===== config.mk =====
export PLATFORM = sky130hd
export DESIGN_NAME = zoom_frame_reader
export DESIGN_NICKNAME = d
export VERILOG_FILES = /design/src/rtl/zoom_pkg.sv /design/src/rtl/zoom_pix_fifo.sv /design/src/rtl/zoom_frame_reader.sv
export SDC_FILE = /design/constraint.sdc
export NUM_CORES = 1
export LEC_CHECK = 0
export CAP_MARGIN = 20
export CORE_MARGIN = 10
export CORE_UTILIZATION = 63
export CTS_BUF_LIST = sky130_fd_sc_hd__clkbuf_4
export DETAILED_ROUTE_END_ITERATION = 8
export GPL_ROUTABILITY_DRIVEN = 1
export PLACE_DENSITY = 0.95
export SLEW_MARGIN = 25
export SYNTH_ARGS = -nofsm -noshare
export SYNTH_HDL_FRONTEND = slang
export SYNTH_SLANG_ARGS = --single-unit

===== constraint.sdc =====
create_clock -name clk -period 11 [get_ports clk]
set_clock_uncertainty 0.15 [all_clocks]
set_input_delay 2.2 -clock clk [delete_from_list [all_inputs] [get_ports clk]]
set_output_delay 2.2 -clock clk [all_outputs]
set_load 0.05 [all_outputs]

===== src/rtl/zoom_pkg.sv =====
// Shared constants, zoom encoding and FSM states for the zoomed frame reader.
// The origin helpers give the top-left source pixel of the zoom window.
package zoom_pkg;

  localparam int SRC_W           = 160;
  localparam int SRC_H           = 120;
  localparam int ADDR_W          = 15;
  localparam int DATA_W          = 8;
  localparam int FIFO_DEPTH      = 4;
  localparam int MAX_OUTSTANDING = 3;

  typedef enum logic [1:0] {
    ZOOM_1X     = 2'b00,
    ZOOM_2X     = 2'b01,
    ZOOM_4X     = 2'b10,
    ZOOM_1X_ALT = 2'b11
  } zoom_e;

  typedef enum logic [1:0] {
    ST_IDLE,
    ST_READ,
    ST_DRAIN
  } state_e;

  // The window is centred, so the origin is half the frame minus half the window.
  localparam int X0_1X = SRC_W/2 - ((SRC_W/2) >> 0);
  localparam int X0_2X = SRC_W/2 - ((SRC_W/2) >> 1);
  localparam int X0_4X = SRC_W/2 - ((SRC_W/2) >> 2);
  localparam int Y0_1X = SRC_H/2 - ((SRC_H/2) >> 0);
  localparam int Y0_2X = SRC_H/2 - ((SRC_H/2) >> 1);
  localparam int Y0_4X = SRC_H/2 - ((SRC_H/2) >> 2);

  function automatic logic [1:0] zoom_shift(input logic [1:0] sel);
    case (zoom_e'(sel))
      ZOOM_2X: return 2'd1;
      ZOOM_4X: return 2'd2;
      default: return 2'd0;
    endcase
  endfunction

  function automatic int origin_x(input logic [1:0] s);
    case (s)
      2'd1:    return X0_2X;
      2'd2:    return X0_4X;
      default: return X0_1X;
    endcase
  endfunction

  function automatic int origin_y(input logic [1:0] s);
    case (s)
      2'd1:    return Y0_2X;
      2'd2:    return Y0_4X;
      default: return Y0_1X;
    endcase
  endfunction

endpackage


===== src/rtl/zoom_pix_fifo.sv =====
// Small synchronous FIFO holding captured pixels with their sof/eol/eof flags.
// Storage is not reset; only pointers and count are.
module zoom_pix_fifo
  import zoom_pkg::*;
#(
  parameter int W     = 11,
  parameter int DEPTH = FIFO_DEPTH
) (
  input  logic                         clk,
  input  logic                         reset,
  input  logic                         i_push,
  input  logic [W-1:0]                 i_wdata,
  input  logic                         i_pop,
  output logic [W-1:0]                 o_rdata,
  output logic                         o_empty,
  output logic [$clog2(DEPTH+1)-1:0]   o_count
);

  localparam int PW = $clog2(DEPTH);
  localparam int CW = $clog2(DEPTH+1);

  logic [W-1:0]  r_mem [DEPTH];
  logic [PW-1:0] r_wr;
  logic [PW-1:0] r_rd;
  logic [CW-1:0] r_count;

  always_ff @(posedge clk) begin
    if (i_push) r_mem[r_wr] <= i_wdata;
  end

  always_ff @(posedge clk) begin
    if (reset) begin
      r_wr    <= '0;
      r_rd    <= '0;
      r_count <= '0;
    end else begin
      if (i_push) r_wr <= r_wr + 1'b1;
      if (i_pop)  r_rd <= r_rd + 1'b1;
      case ({i_push, i_pop})
        2'b10:   r_count <= r_count + 1'b1;
        2'b01:   r_count <= r_count - 1'b1;
        default: r_count <= r_count;
      endcase
    end
  end

  assign o_rdata = r_mem[r_rd];
  assign o_empty = (r_count == '0);
  assign o_count = r_count;

endmodule


===== src/rtl/zoom_frame_reader.sv =====
// Sweeps the source frame through the memory read port and streams a 1x/2x/4x
// centre-zoomed frame with valid/ready backpressure and a credit-limited read pipeline.
module zoom_frame_reader
  import zoom_pkg::*;
#(
  parameter int SRC_W  = zoom_pkg::SRC_W,
  parameter int SRC_H  = zoom_pkg::SRC_H,
  parameter int ADDR_W = zoom_pkg::ADDR_W,
  parameter int DATA_W = zoom_pkg::DATA_W
) (
  input  logic              clk,
  input  logic              reset,
  input  logic              start,
  input  logic [1:0]        zoom_sel,
  output logic              busy,
  output logic              done,
  output logic [ADDR_W-1:0] mem_address,
  output logic              mem_chipselect,
  output logic              mem_clken,
  output logic              mem_write,
  output logic [DATA_W-1:0] mem_writedata,
  input  logic [DATA_W-1:0] mem_readdata,
  output logic [DATA_W-1:0] pix_data,
  output logic              pix_valid,
  input  logic              pix_ready,
  output logic              pix_sof,
  output logic              pix_eol,
  output logic              pix_eof
);

  localparam int XW = $clog2(SRC_W);
  localparam int YW = $clog2(SRC_H);
  localparam int FW = DATA_W + 3;
  localparam int CW = $clog2(FIFO_DEPTH+1);

  state_e      r_state;
  logic [1:0]  r_shift;
  logic [XW-1:0] r_x, r_x0;
  logic [YW-1:0] r_y, r_y0;
  logic        r_inflight;
  logic [2:0]  r_flags;
  logic        r_busy, r_done;

  logic [CW-1:0] w_count;
  logic          w_empty;
  logic [FW-1:0] w_head;
  logic          w_issue, w_pop, w_drained;
  logic          w_x_last, w_y_last;
  logic [XW-1:0] w_sx;
  logic [YW-1:0] w_sy;
  logic [ADDR_W-1:0] w_addr;
  logic [2:0]    w_issue_flags;

  assign w_x_last = (r_x == XW'(SRC_W-1));
  assign w_y_last = (r_y == YW'(SRC_H-1));

  // Credit check: captured pixels plus the read in flight; a same-cycle pop earns no credit.
  assign w_issue = (r_state == ST_READ) &&
                   ((w_count + {{(CW-1){1'b0}}, r_inflight}) < CW'(MAX_OUTSTANDING));
  assign w_pop   = !w_empty && pix_ready;

  // The frame ends the cycle after the final handshake, so a pop draining the last entry counts.
  assign w_drained = !r_inflight && ((w_count == '0) || ((w_count == CW'(1)) && w_pop));

  assign w_sx   = r_x0 + (r_x >> r_shift);
  assign w_sy   = r_y0 + (r_y >> r_shift);
  assign w_addr = (ADDR_W'(w_sy) << 7) + (ADDR_W'(w_sy) << 5) + ADDR_W'(w_sx);

  assign w_issue_flags = {w_x_last && w_y_last, w_x_last, (r_x == '0) && (r_y == '0)};

  always_ff @(posedge clk) begin
    if (reset) begin
      r_state    <= ST_IDLE;
      r_shift    <= '0;
      r_x0       <= '0;
      r_y0       <= '0;
      r_x        <= '0;
      r_y        <= '0;
      r_inflight <= 1'b0;
      r_busy     <= 1'b0;
      r_done     <= 1'b0;
    end else begin
      r_done     <= 1'b0;
      r_inflight <= w_issue;
      case (r_state)
        ST_IDLE: begin
          if (start && !r_done) begin
            r_shift <= zoom_shift(zoom_sel);
            r_x0    <= XW'(origin_x(zoom_shift(zoom_sel)));
            r_y0    <= YW'(origin_y(zoom_shift(zoom_sel)));
            r_x     <= '0;
            r_y     <= '0;
            r_busy  <= 1'b1;
            r_state <= ST_READ;
          end
        end
        ST_READ: begin
          if (w_issue) begin
            if (w_x_last) begin
              r_x <= '0;
              if (w_y_last) begin
                r_y     <= '0;
                r_state <= ST_DRAIN;
              end else begin
                r_y <= r_y + 1'b1;
              end
            end else begin
              r_x <= r_x + 1'b1;
            end
          end
        end
        ST_DRAIN: begin
          if (w_drained) begin
            r_busy  <= 1'b0;
            r_done  <= 1'b1;
            r_state <= ST_IDLE;
          end
        end
        default: r_state <= ST_IDLE;
      endcase
    end
  end

  // Flags ride one cycle behind the address, matching the memory read latency.
  always_ff @(posedge clk) begin
    r_flags <= w_issue_flags;
  end

  zoom_pix_fifo #(.W(FW), .DEPTH(FIFO_DEPTH)) u_fifo (
    .clk     (clk),
    .reset   (reset),
    .i_push  (r_inflight),
    .i_wdata ({r_flags, mem_readdata}),
    .i_pop   (w_pop),
    .o_rdata (w_head),
    .o_empty (w_empty),
    .o_count (w_count)
  );

  assign busy           = r_busy;
  assign done           = r_done;
  assign mem_chipselect = w_issue;
  assign mem_address    = w_issue ? w_addr : '0;
  assign mem_clken      = 1'b1;
  assign mem_write      = 1'b0;
  assign mem_writedata  = '0;

  assign pix_valid = !w_empty;
  assign pix_data  = w_empty ? '0 : w_head[DATA_W-1:0];
  assign pix_sof   = !w_empty && w_head[DATA_W];
  assign pix_eol   = !w_empty && w_head[DATA_W+1];
  assign pix_eof   = !w_empty && w_head[DATA_W+2];

endmodule


==> results.sh <==
export IMPL_crit_chain="mux2_2, o21ai_0, inv_1, ha_1, a21o_1, a21oi_1, o21bai_1, mux2i_1, a21oi_1, fa_1, inv_1, fa_1, nor2b_1, o31a_1, nor4_1, a2111oi_2, clkdlybuf4s50_1"
export IMPL_hold_buffers=0
export IMPL_cp_buffers_inverters=3
export IMPL_gp_congestion=0.871
export IMPL_maxCapViolCount=0
export IMPL_placed_area_sq_um=5170
export IMPL_dp_hpwl_mm=7.64
export IMPL_io_buffers=43
export IMPL_crit_family="compound AO/OA/AOI/OAI gates"
export IMPL_cpPeakStageDelay_ns=0.95
export IMPL_outcome="finished, final reports clean"
export IMPL_fin_cells=571
export IMPL_final_util_pct=72.7
export IMPL_final_common_cell="edfxtp_1"
export IMPL_clk_pin_slew_ns=0.15
export IMPL_drive_above_1_share_pct=10.4
export IMPL_synthFlopType="edfxtp_1"
export IMPL_worst_r2r_endpoint="r_y[6]$_SDFFE_PP0P_"
export IMPL_grt_usage_pct=17.9
export IMPL_cp_depth=17
export IMPL_ys_seq_area_share_pct=42.6
export IMPL_yosysUniqueCellTypes=57
export IMPL_busiest_layer="met2"
export IMPL_use_met3_pct=5.03
export IMPL_period_needed_ns=8.41
export IMPL_drt_first_iter_violations=208
export IMPL_final_cell_mix="edfxtp_1, clkdlybuf4s50_1, ha_1"
export IMPL_cts_tree="built"
export IMPL_drc_errors=0
export IMPL_worst_hold_slack_ns=0.343
export IMPL_grt_use_met1_pct=18.9
export IMPL_die_h_um=107
export IMPL_antenna_found_initial=0
export IMPL_vias=3369
export IMPL_dieArea_sq_um=11400
export IMPL_critPathLaunch="r_y0[4]$_SDFFE_PP0P_"
export IMPL_cp_start_kind="flip-flop"
export IMPL_fillers=519
export IMPL_grt_max_degree=32
export IMPL_slew_headroom_pct=38.5
export IMPL_post_route_period_util_pct=76.5
export IMPL_hp_start="r_flags[0]$_DFF_P_"
export IMPL_netlist_area_sq_um=4750
export IMPL_final_area_sq_um=5300
export IMPL_max_freq_mhz=119
export IMPL_slew_viol_final=0
export IMPL_first_pass_iters=4
export IMPL_cts_sinks=79
export IMPL_vias_per_cell=5.90
export IMPL_cts_setup_buffers=0
export IMPL_areaGrowthSynthToFinish_pct=11.7
export IMPL_endpoint_kind="primary output"
export IMPL_hp_class="flip-flop to flip-flop"
export IMPL_grt_ovfl_total=0
export IMPL_start_util_pct=65.1
export IMPL_crit_type="flip-flop to primary output"
export IMPL_grt_pass1_vias=3530
export IMPL_leakage_nw=1.97
export IMPL_antenna_cells=0
export IMPL_final_antenna_net_count=0
export IMPL_vdd_drop_max_uv=71.7
export IMPL_coreArea_sq_um=7290
export IMPL_worstReg2RegStart="r_inflight$_SDFF_PP0_"
export IMPL_fin_setup_tns_ns=0
export IMPL_fp_row_count=31
export IMPL_ctsResizeCount=0
export IMPL_arrival_ns=6.06
export IMPL_synthArstFlopShare_pct=0
export IMPL_r2r_setup_slack_ns=8.03
export IMPL_rsz0062_at_grt="no"
export IMPL_finalHoldViolCount=0
export IMPL_nets=525
export IMPL_post_drt_wl_per_cell_um=17.4
export IMPL_tightest_slew_ns=0.921
export IMPL_drt_total_wl_mm=9.93
export IMPL_synth_edff_count=44
export IMPL_cts_root_buf="clkbuf_4"
export IMPL_clkLatencyLatePin_ns=0.43
export IMPL_finalSetupViolCount=0
export IMPL_syn_avg_cell_area_sq_um=11.0
export IMPL_cp_max_fo=23
export IMPL_yosysWarnings=0
export IMPL_ys_ff_latch=79
export IMPL_die_x_um=107
export IMPL_regArea_sq_um=2020
export IMPL_grtUsageMet2_pct=33.1
export IMPL_h_tree_depth=3
export IMPL_r2r_cells=8
export IMPL_multiInputGateArea_sq_um=2480
export IMPL_grt_first_pass_wirelength_mm=16.6
export IMPL_cts_buffers=9
export IMPL_synthCells=431
export IMPL_io_pins=54
export IMPL_power_density_nw_per_um2=165
export IMPL_clock_tree_buffer_depth=2
export IMPL_crit_end="mem_address[14]"
export IMPL_worstPathRequired_ns=8.65
export IMPL_place_inst=555
export IMPL_critPathSlowestCell="dfxtp_1"
kinds of logic (layout without fill, tap and decap cells):
kind of cell,count (synthesis),after routing,share of synthesized area (%)
simple gates,127,127,15.7
buf+inv,57,90,5.77
mux,26,26,9.23
xor+xnor,19,19,3.51
other cells,2,10,0.158
flops,79,79,42.6
compound gates,77,77,10.8
fa+ha+maj,44,44,12.2
registers in the layout (all words and copies together) (netlist names), 2 cells and up, named ones only:
name / cells
r_state: 2
u_fifo.r_rd: 2
r_y: 7
r_flags: 3
u_fifo.r_mem: 44
u_fifo.r_wr: 2
r_x: 8
u_fifo.o_count: 3
r_y0: 3
metal layers:
layer | vias to the layer above | wire (um)
met3 | 16 | 612
li1 | 1616 | -
met2 | 97 | 5320
met1 | 1640 | 3820
met4 | 0 | 170
met5 | - | 0
worst min-delay path by stage:
stage | end | slack (ns) | cells after the start
5_1_grt | u_fifo.r_mem[3][8]$_DFFE_PP_ | 0.36 | 0
3_5_place_dp | u_fifo.r_mem[0][10]$_DFFE_PP_ | 0.32 | 0
6_report | u_fifo.r_mem[3][8]$_DFFE_PP_ | 0.34 | 0
3_3_place_gp | u_fifo.r_mem[2][8]$_DFFE_PP_ | 0.30 | 0
2_1_floorplan | u_fifo.r_mem[0][10]$_DFFE_PP_ | 0.29 | 0
4_1_cts | u_fifo.r_mem[2][9]$_DFFE_PP_ | 0.35 | 0
cell type report:
type                       instances  area share, %
inverter                          31           2.22
multi-input combinational        303           46.8
tap                               99           2.34
clock inverter                     7           1.18
clock buffer                       9           1.28
timing repair buffer              43           8.03
sequential                        79           38.2
cells in the mapped netlist (5+ instances only):
cell	n	area share (%)
nand2_1	13	1.0
a21oi_1	26	2.7
ha_1	40	11
inv_1	30	2.4
o21ai_0	15	1.6
xor2_1	5	0.92
nand3_1	5	0.53
a211oi_1	8	1.3
and2_1	22	2.9
mux4_2	14	6.6
mux2i_1	10	2.1
buf_4	12	1.9
nor2_1	30	2.4
o21a_1	6	0.95
xnor2_1	14	2.6
nor2b_1	10	1.3
dfxtp_1	35	15
edfxtp_1	44	28
clkbuf_1	7	0.55
nor3_1	14	1.5
through the flow:
stage	setup WS (ns)	total power, mW
2_1_floorplan	3.60	0.624
5_1_grt	2.11	0.925
3_3_place_gp	3.31	0.713
3_5_place_dp	3.08	0.728
6_report	2.59	0.877
4_1_cts	2.56	0.884
report_power, final:
part | switching, mW | internal, mW | leakage, nW
clock network | 0.109 | 0.0510 | 0.0694
logic | 0.222 | 0.136 | 1.22
registers | 0.0289 | 0.329 | 0.681
total | 0.360 | 0.516 | 1.97
No activity file was read; power rests on OpenSTA's default activity.
